<file path="src/rtl/alu_instr_sequencer.sv">
// Hardwired control-step sequencer for instruction fetch and three-register ALU instructions.
// Walks T0..T6 from IR contents, handshakes with the ALU via start/finished and writes the
// result to Ra, or to LO then HI for multiply/divide.
// Optional build macro SINGLE_STEP_EN adds a step_req input: a new instruction starts only when
// run and step_req are both high in IDLE.
module alu_instr_sequencer #(
  parameter int unsigned WAIT_LIMIT = 16,
  parameter logic [4:0]  MUL_OPC    = 5'h0E,
  parameter logic [4:0]  DIV_OPC    = 5'h0F
) (
  input  logic        Clock,
  input  logic        clear,
  input  logic        run,
`ifdef SINGLE_STEP_EN
  input  logic        step_req,
`endif
  input  logic [31:0] IR,
  input  logic        finished,
  output logic        PCout,
  output logic        RZLOout,
  output logic        RZHIout,
  output logic        MDRout,
  output logic        RFout,
  output logic        PCin,
  output logic        MARin,
  output logic        IncPC,
  output logic        Read,
  output logic        MDRin,
  output logic        IRin,
  output logic        RYin,
  output logic        RZin,
  output logic        RFin,
  output logic        RHIin,
  output logic        RLOin,
  output logic [3:0]  RFSelect,
  output logic [5:0]  opSelect,
  output logic        start,
  output logic [2:0]  step,
  output logic        done,
  output logic        illegal
);

  localparam int unsigned CntW = $clog2(WAIT_LIMIT + 1);

  // Encodings double as the externally visible step number.
  typedef enum logic [2:0] {
    StT0   = 3'd0,
    StT1   = 3'd1,
    StT2   = 3'd2,
    StT3   = 3'd3,
    StT4   = 3'd4,
    StT5   = 3'd5,
    StT6   = 3'd6,
    StIdle = 3'd7
  } state_e;

  state_e            state_q, state_d;
  logic [CntW-1:0]   wait_cnt_q, wait_cnt_d;

  logic [4:0] opc;
  logic [3:0] ra, rb, rc;
  logic [5:0] dec_op;
  logic       dec_illegal;
  logic       is_muldiv;
  logic       timed_out;
  logic       launch;
  logic       unused_ir;

  assign opc       = IR[31:27];
  assign ra        = IR[26:23];
  assign rb        = IR[22:19];
  assign rc        = IR[18:15];
  assign unused_ir = ^IR[14:0];
  assign is_muldiv = (opc == MUL_OPC) || (opc == DIV_OPC);
  // After WAIT_LIMIT T4 cycles without finished, one more T4 cycle flags the abort.
  assign timed_out = (wait_cnt_q == CntW'(WAIT_LIMIT));
  assign step      = state_q;

`ifdef SINGLE_STEP_EN
  assign launch = run & step_req;
`else
  assign launch = run;
`endif

  // State and T4 wait counter; clear has priority over everything else.
  always_ff @(posedge Clock) begin
    if (clear) begin
      state_q    <= StIdle;
      wait_cnt_q <= '0;
    end else begin
      state_q    <= state_d;
      wait_cnt_q <= wait_cnt_d;
    end
  end

  // Opcode decode to ALU operation select.
  always_comb begin
    dec_illegal = 1'b0;
    dec_op      = {1'b0, opc};
    case (opc)
      5'h08: dec_op = 6'h1B;
      5'h09: dec_op = 6'h1C;
      5'h03, 5'h04, 5'h05, 5'h06, 5'h07,
      5'h0A, 5'h0B, 5'h0C, 5'h0D, 5'h0E, 5'h0F: ;
      default: begin
        dec_illegal = 1'b1;
        dec_op      = '0;
      end
    endcase
  end

  // Counts elapsed T4 cycles; zero everywhere else so each instruction starts fresh.
  always_comb begin
    wait_cnt_d = '0;
    if (state_q == StT4 && !timed_out) begin
      wait_cnt_d = wait_cnt_q + 1'b1;
    end
  end

  // Next-state and control outputs; all Moore except RZin while waiting in T4.
  always_comb begin
    state_d  = state_q;
    PCout    = 1'b0;
    RZLOout  = 1'b0;
    RZHIout  = 1'b0;
    MDRout   = 1'b0;
    RFout    = 1'b0;
    PCin     = 1'b0;
    MARin    = 1'b0;
    IncPC    = 1'b0;
    Read     = 1'b0;
    MDRin    = 1'b0;
    IRin     = 1'b0;
    RYin     = 1'b0;
    RZin     = 1'b0;
    RFin     = 1'b0;
    RHIin    = 1'b0;
    RLOin    = 1'b0;
    RFSelect = '0;
    opSelect = '0;
    start    = 1'b0;
    done     = 1'b0;
    illegal  = 1'b0;
    case (state_q)
      StIdle: begin
        if (launch) state_d = StT0;
      end
      StT0: begin
        PCout   = 1'b1;
        MARin   = 1'b1;
        IncPC   = 1'b1;
        RZin    = 1'b1;
        state_d = StT1;
      end
      StT1: begin
        RZLOout = 1'b1;
        PCin    = 1'b1;
        Read    = 1'b1;
        MDRin   = 1'b1;
        state_d = StT2;
      end
      StT2: begin
        MDRout  = 1'b1;
        IRin    = 1'b1;
        state_d = StT3;
      end
      StT3: begin
        if (dec_illegal) begin
          illegal = 1'b1;
          state_d = StIdle;
        end else begin
          opSelect = dec_op;
          RFSelect = rb;
          RFout    = 1'b1;
          RYin     = 1'b1;
          state_d  = StT4;
        end
      end
      StT4: begin
        opSelect = dec_op;
        RFSelect = rc;
        RFout    = 1'b1;
        if (timed_out) begin
          illegal = 1'b1;
          state_d = StIdle;
        end else begin
          start = (wait_cnt_q == '0);
          // A result arriving together with clear is dropped.
          RZin  = finished & ~clear;
          if (finished) state_d = StT5;
        end
      end
      StT5: begin
        opSelect = dec_op;
        RZLOout  = 1'b1;
        if (is_muldiv) begin
          RLOin   = 1'b1;
          state_d = StT6;
        end else begin
          RFSelect = ra;
          RFin     = 1'b1;
          done     = 1'b1;
          state_d  = StIdle;
        end
      end
      StT6: begin
        opSelect = dec_op;
        RZHIout  = 1'b1;
        RHIin    = 1'b1;
        done     = 1'b1;
        state_d  = StIdle;
      end
      default: state_d = StIdle;
    endcase
  end

endmodule

</file>
<file path="config.mk">
export PLATFORM = sky130hd
export DESIGN_NAME = alu_instr_sequencer
export DESIGN_NICKNAME = d
export VERILOG_FILES = /design/src/rtl/alu_instr_sequencer.sv
export SDC_FILE = /design/constraint.sdc
export NUM_CORES = 1
export LEC_CHECK = 0
export CAP_MARGIN = 10
export CORE_MARGIN = 3
export CORE_UTILIZATION = 31
export CTS_CLUSTER_DIAMETER = 50
export CTS_CLUSTER_SIZE = 24
export DETAILED_ROUTE_END_ITERATION = 7
export PLACE_DENSITY = 0.78
export SYNTH_ARGS = -nofsm -noshare
export SYNTH_HDL_FRONTEND = slang
export SYNTH_SLANG_ARGS = --single-unit
export TNS_END_PERCENT = 5
</file>
<file path="constraint.sdc">
create_clock -name Clock -period 1.64 [get_ports Clock]
set_input_delay 0.164 -clock Clock [delete_from_list [all_inputs] [get_ports Clock]]
set_output_delay 0.164 -clock Clock [all_outputs]
set_load 0.005 [all_outputs]
</file>
; ---- Yosys cells after proc, flatten, opt, wreduce, memory -nomap -nowiden
; Cells that the tools add are included.
[word_totals]
reg_bits = 8
in_bits = 36
output_inout_bits = 32
[op_classes]
addsub = 1
n_eq_ne = 23
mux = 32
bitwise = 3
reduce_logical = 11
[ops]
columns = cell, n
row1 = 5-bit by 4-bit equality test with 1-bit output (second input constant), 8
row2 = 3-bit case mux with 8 select lines, 1
row3 = 5-bit by 3-bit equality test with 1-bit output (second input constant), 4
row4 = 1-bit 2-to-1 mux, 17
row5 = 5-bit case mux with 3 select lines, 1
row6 = 13-bit OR reduction, 1
row7 = 3-bit equality test (second input constant), 4
row8 = 4-bit case mux with 3 select lines, 1
row9 = 6-bit case mux with 2 select lines, 1
row10 = 11-bit OR reduction, 1
row11 = 3-bit 2-to-1 mux, 3
row12 = 4-bit 2-to-1 mux, 2
row13 = 1-bit case mux with 2 select lines, 4
row14 = 3-bit by 2-bit equality test with 1-bit output (second input constant), 2
row15 = 6-bit 2-to-1 mux, 1
row16 = 5-bit by 1-bit adder with 5-bit output (second input constant), 1
row17 = 5-bit by 2-bit equality test with 1-bit output (second input constant), 1
row18 = 5-bit equality test (second input constant), 1
row19 = 5-bit logical NOT, 1
row20 = 2-bit OR reduction, 2
row21 = 3-bit by 1-bit equality test with 1-bit output (second input constant), 1
row22 = 3-bit logical NOT, 1
row23 = 3-bit inequality test (second input constant), 1
row24 = 3-bit OR reduction, 1
row25 = other kinds (8), 9

; ---- Longest topological paths before layout
[depth]
word_depth = 5
mapped_depth = 5
mapped_depth_nobuf = 5

; ---- Worst setup path after synthesis
; No wires, ideal clock.
[synth_timing]
path_kind = reg-to-reg
from = register state_q[2] (netlist: step[2])
to = register state_q[0] (netlist: step[0])
setup_ns = 0.134
arrival_ns = 1.303
t_required_ns = 1.506
path_slack_ns = 0.203
stages_incl_launch_ff = 4
synth_period_minus_slack_ns = 1.437
path_cell_list = dfxtp_1 -> nor3b_4 -> or3b_4 -> a2bb2oi_1
[synth_via]
elab_chain_len = 3
elab_cells_between_ends = 12
classes_between = eq/ne (9) / mux (1) / reduce/logical (2)
[synth_rtl]
columns = element, line_no
row1 = start: declaration, 57  ; state_e state_q, state_d;
row2 = start signal: assignment, 88  ; state_q <= StIdle;
row3 = start signal: assignment, 91  ; state_q <= state_d;
row4 = 3-bit equality test, 144  ; case (state_q)
row5 = 3-bit inequality test (no source line) / 2-bit inequality test (equally long branches), -
row6 = 2-bit AND reduction (no source line), -
; Parallel ways exist; a longest one is shown, timed or not.
; A chain may end at the register's enable or synchronous reset.

; ---- Final worst setup path
[layout_timing]
from = register state_q[2] (netlist: step[2])
to = output port IncPC
[layout_via]
elab_chain_len = 2
[layout_rtl]
columns = element, line_no
row1 = 3-bit logical NOT, 144
row2 = 1-bit 2-to-1 mux, 144
row3 = end: declaration, 26  ; output logic IncPC,
; Every way passes these cells.

==> flow_metrics.env <==
export IMPL_first_pass_iters=4
export IMPL_status="finished with violations"
export IMPL_postSynthAreaPerCell_um2=7.87
export IMPL_synth_ff_type="dfxtp_1"
export IMPL_p_total_uw=855
export IMPL_gr_usage_met2=0.395
export IMPL_arrival_ns=1.58
export IMPL_hold_viol=0
export IMPL_violations="negative setup slack"
export IMPL_num_vias=1028
export IMPL_cp_common_cell="buf_6"
export IMPL_grt_pass1_wl_um=4710
export IMPL_skew_ns=0.00688
export IMPL_cp_start_kind="flop"
export IMPL_ant_nets=0
export IMPL_layout_cells_most_common="buf_4"
export IMPL_hpwl_um=2040
export IMPL_track_usage=0.187
export IMPL_fin_nets=220
export IMPL_p_comb_frac=0.550
export IMPL_cts_tree="built"
export IMPL_finalSetupTns_ns=-0.716
export IMPL_grt_pass1_vias=1043
export IMPL_via_per_inst=4.94
export IMPL_slowest_stage="clkdlybuf4s50_1"
export IMPL_p_per_area_nw_per_um2=516
export IMPL_fin_crit_sh=1.06
export IMPL_setup_viol=12
export IMPL_cts_sinks=8
export IMPL_peakVddDrop_v=0.000488
export IMPL_gr_total_overflow=0
export IMPL_internal_power_uw=577
export IMPL_pwr_share_clk=0.177
export IMPL_pwr_share_seq=0.273
export IMPL_dr_first_iter_drc_count=17
export IMPL_maxCapViolCount=0
export IMPL_synth_cells=97
export IMPL_rsz0062_at_grt="yes"
export IMPL_critPathMaxFanout=8
export IMPL_p_leak_uw=0.000882
export IMPL_crit_family="buffers and inverters"
export IMPL_met3_usage=0.0464
export IMPL_required_ns=1.48
export IMPL_post_drt_wl_per_cell_um=14.3
export IMPL_dieHeight_um=55.6
export IMPL_slew_violations=0
export IMPL_drive_above_1_share=0.439
export IMPL_yosys_warnings=0
export IMPL_path_class="flop to primary output"
export IMPL_place_gp_congestion=0.807
export IMPL_use_met1=0.174
export IMPL_grt_busiest_layer="met2"
export IMPL_p_switching_uw=278
export IMPL_root_buffer="clkbuf_4"
export IMPL_portBuffers=51
export IMPL_rows=17
export IMPL_layout_common_cells="buf_4 (34), clkdlybuf4s50_1 (21), nor2_1 (11), dlygate4sd2_1 (10), nand2_1 (7)"
export IMPL_num_fill_cells=177
export IMPL_htree_num_levels=1
export IMPL_crit_path_cell_trace="buf_6, nor3_4, buf_6, clkdlybuf4s50_1"
export IMPL_io_pins=68
export IMPL_worst_hold_path_type="input port to flop"
export IMPL_initial_core_util=0.335
export IMPL_grt_max_degree=10
export IMPL_setup_slack_ns=-0.103
export IMPL_core_area_um2=2280
export IMPL_multiInputGateArea_um2=632
export IMPL_seqCellArea_um2=174
export IMPL_clk_pin_slew_ns=0.06
export IMPL_routed_wl_um=2980
export IMPL_fin_crit_ns=1.74
export IMPL_antenna_cells=0
export IMPL_antenna_found_initial=0
export IMPL_syn_num_nets=135
export IMPL_ys_types=39
export IMPL_die_area_um2=3090
export IMPL_cp_num_buf_inv=3
export IMPL_clk_latency_ns=0.26
export IMPL_p_sw_frac=0.325
export IMPL_synth_seq_cells=8
export IMPL_crit_path_max_incr_delay_ns=0.50
export IMPL_synthArstFlopShare=0
export IMPL_syn_area_um2=763
export IMPL_area_delta_synth_final_pct=117
export IMPL_cts_buffers=3
export IMPL_ctsHoldBuffers=0
export IMPL_yosysSeqAreaShare=0.210
export IMPL_die_w_um=55.6
export IMPL_fmax_ghz=0.574
export IMPL_synth_edf_count=0
export IMPL_clock_path_buffers=2
export IMPL_worst_setup_path_end_kind="primary output"
export IMPL_drc=0
[final timing paths]
| kind | startpoint | slack (ns) | cells past startpoint | to |
|---|---|---|---|---|
| max | step[2] | -0.10 | 4 | IncPC |
| min | IR[31] | 0.46 | 4 | step[1] |
| max reg2reg | step[0] | 0.09 | 5 | step[0] |
| min reg2reg | wait_cnt_q[0] | 0.53 | 2 | wait_cnt_q[0] |
[layout make-up]
class | count | share of cell area
repair buffers | 90 | 0.471
flip-flops and latches | 8 | 0.105
clock buffers | 3 | 0.0136
inverters | 4 | 0.00905
multi-input cells | 75 | 0.381
well taps | 28 | 0.0211
[kinds of logic (layout without fill, tap and decap cells)]
| family | count (synthesis) | in the layout | synth area share |
|---|---|---|---|
| AOI/OAI and AO/OA | 18 | 18 | 0.192 |
| xor gates and xnor gates | 3 | 3 | 0.0344 |
| adders and majority gates | 2 | 2 | 0.0328 |
| buffers and inverters | 14 | 97 | 0.105 |
| DFF | 8 | 8 | 0.210 |
| muxes | 1 | 1 | 0.0131 |
| other | 1 | 1 | 0.00491 |
| and+or+nand+nor | 50 | 50 | 0.408 |
[Yosys cell counts, types with 2 or more instances]
cell type | number | share of area
nand3_1 | 3 | 0.020
a221o_1 | 4 | 0.052
inv_1 | 4 | 0.020
nor2_1 | 11 | 0.054
and2_1 | 6 | 0.049
and3_1 | 2 | 0.016
nor3_1 | 2 | 0.013
buf_4 | 7 | 0.069
dfxtp_1 | 8 | 0.21
or2_1 | 2 | 0.016
xor2_1 | 2 | 0.023
nor2b_1 | 4 | 0.033
nand4b_1 | 2 | 0.023
ha_1 | 2 | 0.033
a2bb2oi_1 | 3 | 0.034
nand2_1 | 7 | 0.034
o21ai_0 | 2 | 0.013
and3b_1 | 3 | 0.034
clkbuf_1 | 2 | 0.0098
o21bai_1 | 2 | 0.020
[per-layer routing]
layer	vias to the layer above	wire (um)
met2	34	1700
met1	486	1120
met4	0	19
met5	-	0
li1	506	-
met3	2	138
[worst register-to-register path: cells and delay by family, from the launching register on]
family | cells | cell delay, ns
AND/OR/NAND/NOR | 2 | 0.63
flip-flops | 1 | 0.36
buffers and inverters | 2 | 0.29
AO/OA/AOI/OAI | 1 | 0.14
[flip-flops by register name, indices dropped and copies added (netlist names)]
signal / cells
step: 3
wait_cnt_q: 5
[power by group through the flow]
stage / clock network, uW / logic, uW / registers [uW]
6_report: 152 / 471 / 233
2_1_floorplan: 0 / 160 / 231
3_3_place_gp: 0 / 424 / 229
4_1_cts: 156 / 430 / 229
3_5_place_dp: 0 / 432 / 229
5_1_grt: 165 / 506 / 237
[what timing repair did]
action,CTS,global route
endpoints found under the setup margin,29,26
pin swaps,9,4
resized for setup,66,31
buffers inserted,7,3
hold endpoints to repair,0,0
[metrics by stage]
stage / hold slack (ns) / setup WS [ns] / utilization / instances / instance area [um^2]
6_report: 0.463 / -0.103 / 0.729 / 208 / 1660
5_1_grt: 0.482 / -0.207 / 0.729 / 208 / 1660
4_1_cts: 0.448 / -0.219 / 0.694 / 205 / 1580
3_5_place_dp: 0.548 / -0.446 / 0.642 / 195 / 1460
3_3_place_gp: 0.504 / -0.428 / 0.642 / 195 / 1460
2_1_floorplan: 0.265 / 0.203 / - / 97 / 763
Note: power is estimated with default switching activity, not from simulation.
==> patch: new RTL, config.mk and constraints unchanged <==
Set the parameter `WAIT_LIMIT` to 32 (it was 16).
--- a/src/rtl/alu_instr_sequencer.sv
+++ b/src/rtl/alu_instr_sequencer.sv
@@ -5,5 +5,5 @@
 // run and step_req are both high in IDLE.
 module alu_instr_sequencer #(
-  parameter int unsigned WAIT_LIMIT = 16,
+  parameter int unsigned WAIT_LIMIT = 32,
   parameter logic [4:0]  MUL_OPC    = 5'h0E,
   parameter logic [4:0]  DIV_OPC    = 5'h0F
Function: same outputs for any inputs over 10 cycles, from zero or initial values; that may be too few to reach the edited logic, so the function may still have changed.
==> patch against the unedited design <==
Sequential share of layout area increased by 1.2 points; routed wire length grew 6.8%; critical path depth increased by 2; area after synthesis increased by 1.3%; highest routed layer unchanged; count of clock-buffer cells in the layout rose by 1; design area fell by 1.2%; via count is 6.1% higher; combinational power grew 31%; the run still ends with setup timing left; cell count is 4.8% higher; critical path type unchanged; total power rose by 23%; utilization is 1.5 points lower; largest power group unchanged; setup slack got worse by 52 ps; sequential cell count up 1.
==> patch: results (changes against the unedited design) <==
total setup buffers inserted after CTS=5 (was 7); vias in the first global route=1032 (was 1043); Max Fanout on Critical Path=6 (was 8); sequential share of power=24.7% (was 27.3%); combinational logic power=619 uW (was 471 uW); Max IR drop VDD=0.4269 mV (was 0.4880 mV); max FFs per register=6 (was 5); # H-tree levels=1 (unchanged); PortBufs=51 (unchanged); Syn Inst Count=107 (was 97); antenna violations before repair=0 (unchanged); status=finished, violations left (unchanged); Vias per Instance=5.005 (was 4.942); global-route wire length before repair=4740 um (was 4705 um); post-cts resize count=86 (was 66); slowest CP cell=dfxtp_4 (was clkdlybuf4s50_1); Worst Slack Setup Final=-154.9 ps (was -103.1 ps); setup TNS=-911.7 ps (was -715.7 ps); Final setup violation count=13 (was 12); Routed WL=3184 um (was 2980 um); n_diodes=0 (unchanged); root buf cell=clkbuf_4 (unchanged); post-synthesis async set-or-reset flop share=0% (unchanged); worst min path class=reg -> reg (was in -> reg); sw frac=34.01% (was 32.52%); net count after synthesis=145 (was 135); placed insts=206 (was 195); top cells by count, synth=nor2_1, nand2_1, dfxtp_1, inv_1, buf_4 (was nor2_1, dfxtp_1, buf_4, nand2_1, and2_1); leakage=0.0008055 uW (was 0.0008816 uW); post-synthesis sequential area ratio=23.30% (was 20.98%); failing checks=setup timing (unchanged); clock-pin slew on the worst setup and hold paths=60 ps (about the same); DR pass1 iterations=4 (unchanged); Layout Cells excl Fill=218 (was 208); Netlist cell types=36 (was 39); Total Routing Usage GR=18.67% (was 18.69%); layout cells sized above 1=43.68% (was 43.89%); Crit path arrival time=1630 ps (was 1580 ps); largest reg by FF count=wait_cnt_q (unchanged); warnings from Yosys=0 (unchanged); RD Place Congestion=0.8266 (was 0.8072); CTS Buffer Depth=2 (unchanged); worst clock skew=11.46 ps (was 6.882 ps); synth top area cells=dfxtp_1, nor2_1, buf_4 (was dfxtp_1, buf_4, nor2_1); critical path's top delay family=buffers and inverters (unchanged); pin count of the biggest net entering global routing=9 (was 10); 1st-iter DRT viols=29 (was 17); P_sw=357.8 uW (was 278.2 uW); Inserted Clock Buffers=3 (unchanged); DP HPWL=2117 um (was 2040 um); Layout Nets=229 (was 220); Clock Latency Late Sink=260 ps (about the same); Critical Path Max Stage Delay=350 ps (was 500 ps)
[patch: changes by cell type after synthesis, sizes merged, moves of 3 or more]
cell,delta
and2,-5
a222oi,+4
a221o,-4
inv,+5
nand2,+4
a2bb2oi,-3
nor2,+4
[patch: layout make-up]
class	count	area [um2]
Sequential cell	9	191.4
Tap cell	28	35.03
Clock buffer	4	26.28
Multi-Input combinational cell	78	603.1
Inverter	9	33.78
Fill cell	180	658.1
Timing Repair Buffer	90	749.5
[patch: cells by family after synthesis]
kind of cell | after synthesis | synth area share, %
XOR/XNOR | 4 | 4.532
buffers and inverters | 20 | 14.24
adder cells (fa/ha/maj) | 2 | 3.236
AND/OR/NAND/NOR | 51 | 34.79
AO/OA/AOI/OAI | 20 | 19.42
flip-flops | 9 | 23.30
other | 1 | 0.4850
[patch: metal layers]
metal,track usage (%),share of wire (%),vias to the layer above
li1,-,-,529
met1,21.81,40,502
met2,34.80,51,58
met3,4.408,8.4,2
met4,3.051,0.38,0
met5,0,0,-
[patch: path summary, 6_finish.rpt]
| check | start | endpoint | slack (ps) | cells after the start |
|---|---|---|---|---|
| setup / recovery | step[2] | RFSelect[2] | -150 | 6 |
| hold / removal | wait_cnt_q[0] | wait_cnt_q[0] | 520 | 2 |
| setup reg to reg | step[2] | step[0] | -30 | 6 |
| hold reg to reg | wait_cnt_q[0] | wait_cnt_q[0] | 520 | 2 |
[patch: per-stage QoR]
| stage | setup WS, ps | area (um2) | hold slack (ps) |
|---|---|---|---|
| 5_1_grt | -218.9 | 1639 | 544.9 |
| 6_report | -154.9 | 1639 | 518.3 |
| 2_1_floorplan | 134.4 | 773.2 | 267.6 |
| 4_1_cts | -230.7 | 1585 | 510.6 |
| 3_3_place_gp | -578.1 | 1475 | 504.3 |
| 3_5_place_dp | -689.7 | 1475 | 523.5 |
